<file path="src/rtl/qracc_sram_arbiter.sv">
// N-master to one-slave arbiter for the QRAcc SRAM request/response port.
// Read IDs are queued in a FIFO so each response returns to its issuing master.
module qracc_sram_arbiter #(
  parameter int numMasters     = 2,
  parameter int numRows        = 128,
  parameter int numCols        = 32,
  parameter int maxOutstanding = 4,
  parameter int arbMode        = 0
) (
  input  logic                                        clk,
  input  logic                                        nrst,
  input  logic [numMasters-1:0]                       m_rq_wr_i,
  input  logic [numMasters-1:0]                       m_rq_valid_i,
  output logic [numMasters-1:0]                       m_rq_ready_o,
  input  logic [numMasters*numCols-1:0]               m_wr_data_i,
  input  logic [numMasters*$clog2(numRows)-1:0]       m_addr_i,
  output logic [numMasters-1:0]                       m_rd_valid_o,
  output logic [numCols-1:0]                          m_rd_data_o,
  output logic                                        s_rq_wr_o,
  output logic                                        s_rq_valid_o,
  input  logic                                        s_rq_ready_i,
  output logic [numCols-1:0]                          s_wr_data_o,
  output logic [$clog2(numRows)-1:0]                  s_addr_o,
  input  logic                                        s_rd_valid_i,
  input  logic [numCols-1:0]                          s_rd_data_i,
  output logic                                        err_o,
  output logic [$clog2(maxOutstanding):0]             outstanding_o
);

  localparam int AW = $clog2(numRows);
  localparam int DW = numCols;
  localparam int IW = (numMasters > 1) ? $clog2(numMasters) : 1;
  localparam int PW = $clog2(maxOutstanding);
  localparam int OW = PW + 1;
  localparam logic [IW:0] NUM_M = (IW+1)'(numMasters);
  localparam logic [OW-1:0] FIFO_DEPTH = OW'(maxOutstanding);

  logic [IW-1:0]         rr_ptr_r;
  logic [IW-1:0]         id_mem_r [maxOutstanding];
  logic [PW-1:0]         wr_ptr_r;
  logic [PW-1:0]         rd_ptr_r;
  logic [OW-1:0]         count_r;
  logic [numMasters-1:0] rd_valid_r;
  logic [DW-1:0]         rd_data_r;
  logic                  err_r;

  logic [numMasters-1:0] elig_s;
  logic [IW-1:0]         cand_s;
  logic                  grant_found_s;
  logic [IW-1:0]         grant_idx_s;
  logic                  fifo_full_s;
  logic                  fifo_empty_s;
  logic                  handshake_s;
  logic                  push_s;
  logic                  pop_s;
  logic [IW-1:0]         head_id_s;

  // (a + b) mod numMasters for operands already below numMasters
  function automatic logic [IW-1:0] wrap_add_f(input logic [IW-1:0] a, input logic [IW-1:0] b);
    logic [IW:0] sum;
    sum = {1'b0, a} + {1'b0, b};
    if (sum >= NUM_M) begin
      sum = sum - NUM_M;
    end else begin
      sum = sum;
    end
    return sum[IW-1:0];
  endfunction

  function automatic logic [numMasters-1:0] onehot_f(input logic [IW-1:0] idx);
    logic [numMasters-1:0] vec;
    vec = '0;
    for (int m = 0; m < numMasters; m++) begin
      if (idx == IW'(m)) begin
        vec[m] = 1'b1;
      end else begin
        vec[m] = 1'b0;
      end
    end
    return vec;
  endfunction

  assign fifo_full_s  = (count_r == FIFO_DEPTH);
  assign fifo_empty_s = (count_r == {OW{1'b0}});
  assign head_id_s    = id_mem_r[rd_ptr_r];

  // Eligibility: fullness uses registered occupancy, so no pop bypass
  always_comb begin
    elig_s = '0;
    for (int m = 0; m < numMasters; m++) begin
      elig_s[m] = m_rq_valid_i[m] && (m_rq_wr_i[m] || !fifo_full_s);
    end
  end

  // Grant search; walk downward so the lowest offset wins
  always_comb begin
    grant_found_s = 1'b0;
    grant_idx_s   = '0;
    cand_s        = '0;
    for (int i = numMasters-1; i >= 0; i--) begin
      if (arbMode == 1) begin
        cand_s = IW'(i);
      end else begin
        cand_s = wrap_add_f(rr_ptr_r, IW'(i));
      end
      if (elig_s[cand_s]) begin
        grant_found_s = 1'b1;
        grant_idx_s   = cand_s;
      end else begin
        grant_found_s = grant_found_s;
      end
    end
  end

  // Slave request mux, zeroed when idle
  always_comb begin
    s_rq_valid_o = grant_found_s;
    if (grant_found_s) begin
      s_rq_wr_o   = m_rq_wr_i[grant_idx_s];
      s_wr_data_o = m_wr_data_i[grant_idx_s*DW +: DW];
      s_addr_o    = m_addr_i[grant_idx_s*AW +: AW];
    end else begin
      s_rq_wr_o   = 1'b0;
      s_wr_data_o = '0;
      s_addr_o    = '0;
    end
  end

  // Ready back to the granted master only
  always_comb begin
    if (grant_found_s && s_rq_ready_i) begin
      m_rq_ready_o = onehot_f(grant_idx_s);
    end else begin
      m_rq_ready_o = '0;
    end
  end

  assign handshake_s = s_rq_valid_o && s_rq_ready_i;
  assign push_s      = handshake_s && !s_rq_wr_o;
  assign pop_s       = s_rd_valid_i && !fifo_empty_s;

  // Round-robin pointer advances only on a handshake
  always_ff @(posedge clk or negedge nrst) begin
    if (!nrst) begin
      rr_ptr_r <= '0;
    end else if (handshake_s && (arbMode == 0)) begin
      rr_ptr_r <= wrap_add_f(grant_idx_s, IW'(1));
    end else begin
      rr_ptr_r <= rr_ptr_r;
    end
  end

  // Read-ID FIFO storage and pointers
  always_ff @(posedge clk or negedge nrst) begin
    if (!nrst) begin
      for (int k = 0; k < maxOutstanding; k++) begin
        id_mem_r[k] <= '0;
      end
      wr_ptr_r <= '0;
      rd_ptr_r <= '0;
    end else begin
      if (push_s) begin
        id_mem_r[wr_ptr_r] <= grant_idx_s;
        wr_ptr_r           <= wr_ptr_r + PW'(1);
      end else begin
        wr_ptr_r <= wr_ptr_r;
      end
      if (pop_s) begin
        rd_ptr_r <= rd_ptr_r + PW'(1);
      end else begin
        rd_ptr_r <= rd_ptr_r;
      end
    end
  end

  // Occupancy: simultaneous push and pop cancel
  always_ff @(posedge clk or negedge nrst) begin
    if (!nrst) begin
      count_r <= '0;
    end else begin
      case ({push_s, pop_s})
        2'b10:   count_r <= count_r + OW'(1);
        2'b01:   count_r <= count_r - OW'(1);
        default: count_r <= count_r;
      endcase
    end
  end

  // Registered response routing and sticky orphan-response error
  always_ff @(posedge clk or negedge nrst) begin
    if (!nrst) begin
      rd_valid_r <= '0;
      rd_data_r  <= '0;
      err_r      <= 1'b0;
    end else begin
      if (pop_s) begin
        rd_valid_r <= onehot_f(head_id_s);
        rd_data_r  <= s_rd_data_i;
      end else begin
        rd_valid_r <= '0;
        rd_data_r  <= rd_data_r;
      end
      err_r <= err_r | (s_rd_valid_i && fifo_empty_s);
    end
  end

  assign m_rd_valid_o  = rd_valid_r;
  assign m_rd_data_o   = rd_data_r;
  assign err_o         = err_r;
  assign outstanding_o = count_r;

endmodule
</file>
<file path="config.mk">
export PLATFORM = sky130hd
export DESIGN_NAME = qracc_sram_arbiter
export DESIGN_NICKNAME = d
export VERILOG_FILES = /design/src/rtl/qracc_sram_arbiter.sv
export SDC_FILE = /design/constraint.sdc
export NUM_CORES = 1
export LEC_CHECK = 0
export ABC_AREA = 1
export CORE_AREA = 4 4 75 77
export DETAILED_ROUTE_END_ITERATION = 8
export DIE_AREA = 0 0 79 81
export DONT_BUFFER_PORTS = 1
export GPL_ROUTABILITY_DRIVEN = 1
export PLACE_DENSITY = 0.8
export SLEW_MARGIN = 20
export SYNTH_ARGS = -nofsm -noshare
export SYNTH_HDL_FRONTEND = slang
export SYNTH_SLANG_ARGS = --single-unit
</file>
<file path="constraint.sdc">
create_clock -name clk -period 2.65 [get_ports clk]
set_clock_uncertainty 0.05 [all_clocks]
set_input_delay 0.265 -clock clk [delete_from_list [all_inputs] [get_ports clk]]
set_output_delay 0.265 -clock clk [all_outputs]
set_load 0.05 [all_outputs]
</file>
==> summary.txt <==
status - completed
Distinct cells, synth - 23
max-cap check violation count - 0
CTS H-tree lvls - 2
Gates resized, CTS repair - 0
leakage - 1.63 nW
Hold WC Path Type - input port to flip-flop
Internal Power - 1.71 mW
relative slew slack - 55.7%
Peak Freq - 408 MHz
top cell type's share of synthesized area - 45.1%
hpwl dp - 5380 µm
VDD IR max - 0.778 mV
Syn. warnings - 0
Non-Filler Instances - 472
initial core utilization - 52.1%
FF+latch count, synth - 47
critical path capture point type - output pin
critical path class - flip-flop to output pin
Die W - 79 µm
Root Buffer - clkbuf_8
switching pwr - 2.43 mW
Vias - 2432
setup TNS - 0 ns
Pre-antenna DRT Iters - 4
CTS tree - done
fill count - 451
register area share after synthesis - 45.1%
Clock Power Share - 9.8%
clk_lat worst skew - 0.29 ns
DRC Markers - 0
via density per instance - 5.15
Synth Instances - 362
number of global-route vias before repair - 2089
clk slew on worst S/H paths - 0.08 ns
Rows - 26
Final #Nets - 525
register area - 0.00118 mm²
footprint of the multi-input gates - 0.00125 mm²
crit path launch type - flip-flop
initial antenna violation count - 0
Worst Tran Pin Value - 0.663 ns
gpl congestion - 0.811
reg-to-reg slack, setup - 0.36 ns
layout cells sized above 1 - 17.7%
placed cell count - 462
crit path buf inv count - 2
Layout Utilization - 61.4%
Synth Cell Area - 0.00261 mm²
RSZ-0062 raised after global routing - yes
largest net degree at the start of global routing - 48
1st-iter DRT viols - 101
top post-synthesis cells by area - dfrtp_1 45%, nand2_1 17%, nor2_1 12%
# port buffers - 0
max incr delay on CP - 0.49 ns
core area - 0.00501 mm²
final wirelength - 6840 µm
crit path cell chain - nor2_4, nand3_2, nand3_2, nand2_4, inv_2, nor2_1, nor2_1, buf_4
clock tree buffer depth - 2
Top delay family on crit path - buffers and inverters
# IOs - 199
PwrDens - 1350 mW/mm²
All-Layer GR Usage - 20.3%
endpoints failing setup - 0
synth-to-layout area growth - 18.0%
Critical Path RT - 2.34 ns
syn_nets - 486
Yosys top cell by area - dfrtp_1
first-pass GRT wire length - 10200 µm
grt total ovfl - 0
syn avg cell area - 7.21 µm²
cts bufs inserted - 5
Routed WL per cell - 14.5 µm
Die Y - 81 µm
Gate power share - 45.3%
Seq pwr share - 44.8%
critical path data arrival time - 2.13 ns
full die area - 0.00640 mm²
crit path max fanout - 43
n_diodes - 0
switch share - 58.8%
ANT nets after route - 0
fin crit period - 2.45 ns
fin crit share - 92.4%
Slew Viols, Final - 0
slowest CP cell - inv_2
Clock Sinks - 47
hold violation total from the final report - 0
## cells by family after synthesis
group / Yosys count / share of synthesized area, %
compound gates: 47 / 9.45
buf+inv: 38 / 7.05
simple gates: 221 / 34.2
flops: 47 / 45.1
xor+xnor: 3 / 1.01
fa+ha+maj: 6 / 3.17
## layer usage
layer / routed length [µm] / track usage (%)
met5: 0 / 0
met3: 686 / 6.54
met4: 94 / 5.67
met2: 3360 / 34.0
met1: 2700 / 25.4
## power by group through the flow
stage	clock, mW	combinational [mW]	sequential [mW]
2_1_floorplan	0	1.35	1.90
3_3_place_gp	0	1.82	1.87
3_5_place_dp	0	1.87	1.87
5_1_grt	0.453	2.05	1.90
4_1_cts	0.420	1.89	1.86
6_report	0.407	1.88	1.86
## sequential cells by signal, summed over array words and instances (netlist names)
register	cells
err_o	1
id_mem_r	4
m_rd_data_o	32
m_rd_valid_o	2
outstanding_o	3
rd_ptr_r	2
rr_ptr_r	1
wr_ptr_r	2
## cell usage in the layout (no fill, tap or decap), types with 2 or more instances in the layout
cell type and instances:
nand2_1 118, nor2_1 84, buf_4 50, dfrtp_1 47, o21ai_0 42, inv_1 15
nand3_1 7, ha_1 5, clkbuf_8 5, nand3_2 4, nand4_1 4, inv_2 3
nand2_2 2, a21oi_1 2, xor2_1 2
## worst reg2reg max path: stages (launching register included)
cell     delay [ns]
dfrtp_1        0.42
nor2_4         0.16
nand3_2        0.08
nand2_2        0.09
inv_2          0.06
nand3_1        0.10
nand3_2        0.09
nand2_1        0.11
ha_1           0.16
inv_1          0.06
fa_1           0.38
a21oi_1        0.15
o21ai_0        0.11
xor2_1         0.15
## cell usage after synthesis, drive strengths merged
master / n
a32oi: 1
nor2: 85
fa: 1
a21oi: 3
nand3: 11
xnor2: 1
dfrtp: 47
inv: 18
a31o: 1
nand4: 4
o21ai: 42
ha: 5
buf: 20
xor2: 2
nand2: 121
## worst paths after layout
path,end,startpoint,depth (start not counted)
worst max-delay path,s_addr_o[0],outstanding_o[1]$_DFFE_PN0P_,8
worst min-delay path,m_rd_data_o[15]$_DFFE_PN0P_,s_rd_data_i[15],2
worst max register to register,outstanding_o[2]$_DFFE_PN0P_,outstanding_o[1]$_DFFE_PN0P_,13
worst min register to register,rd_ptr_r[1]$_DFFE_PN0P_,rd_ptr_r[1]$_DFFE_PN0P_,1
max in group asynchronous,m_rd_data_o[9]$_DFFE_PN0P_,nrst,2
min in group asynchronous,m_rd_data_o[25]$_DFFE_PN0P_,nrst,2
## per-stage QoR
step	hold WS, ns	total power, mW	cell area (µm²)	setup WS (ns)
final	0.0291	4.14	3080	0.200
after global routing	0.0149	4.40	3080	-0.00317
after CTS	0.0199	4.17	3080	0.225
after detailed placement	-0.0798	3.74	2960	0.378
after global placement	-0.0797	3.69	2960	0.470
after floorplan	-0.0806	3.25	2610	0.141
## layout make-up
class	count	area share [%]
multi-input combinational	277	40.6
timing repair buffer	52	13.4
sequential	47	38.2
inverter	18	2.20
tap	70	2.85
clock inverter	2	0.407
clock buffer	6	2.36
## what timing repair did
| action | 4_1_cts | 5_1_grt |
|---|---|---|
| hold buffers | 2 | 0 |
| hold endpoints to repair | 47 | 0 |
| setup endpoints to repair | 0 | 1 |
| buffers inserted | 0 | 0 |
Note: power is estimated with default switching activity, not from simulation.
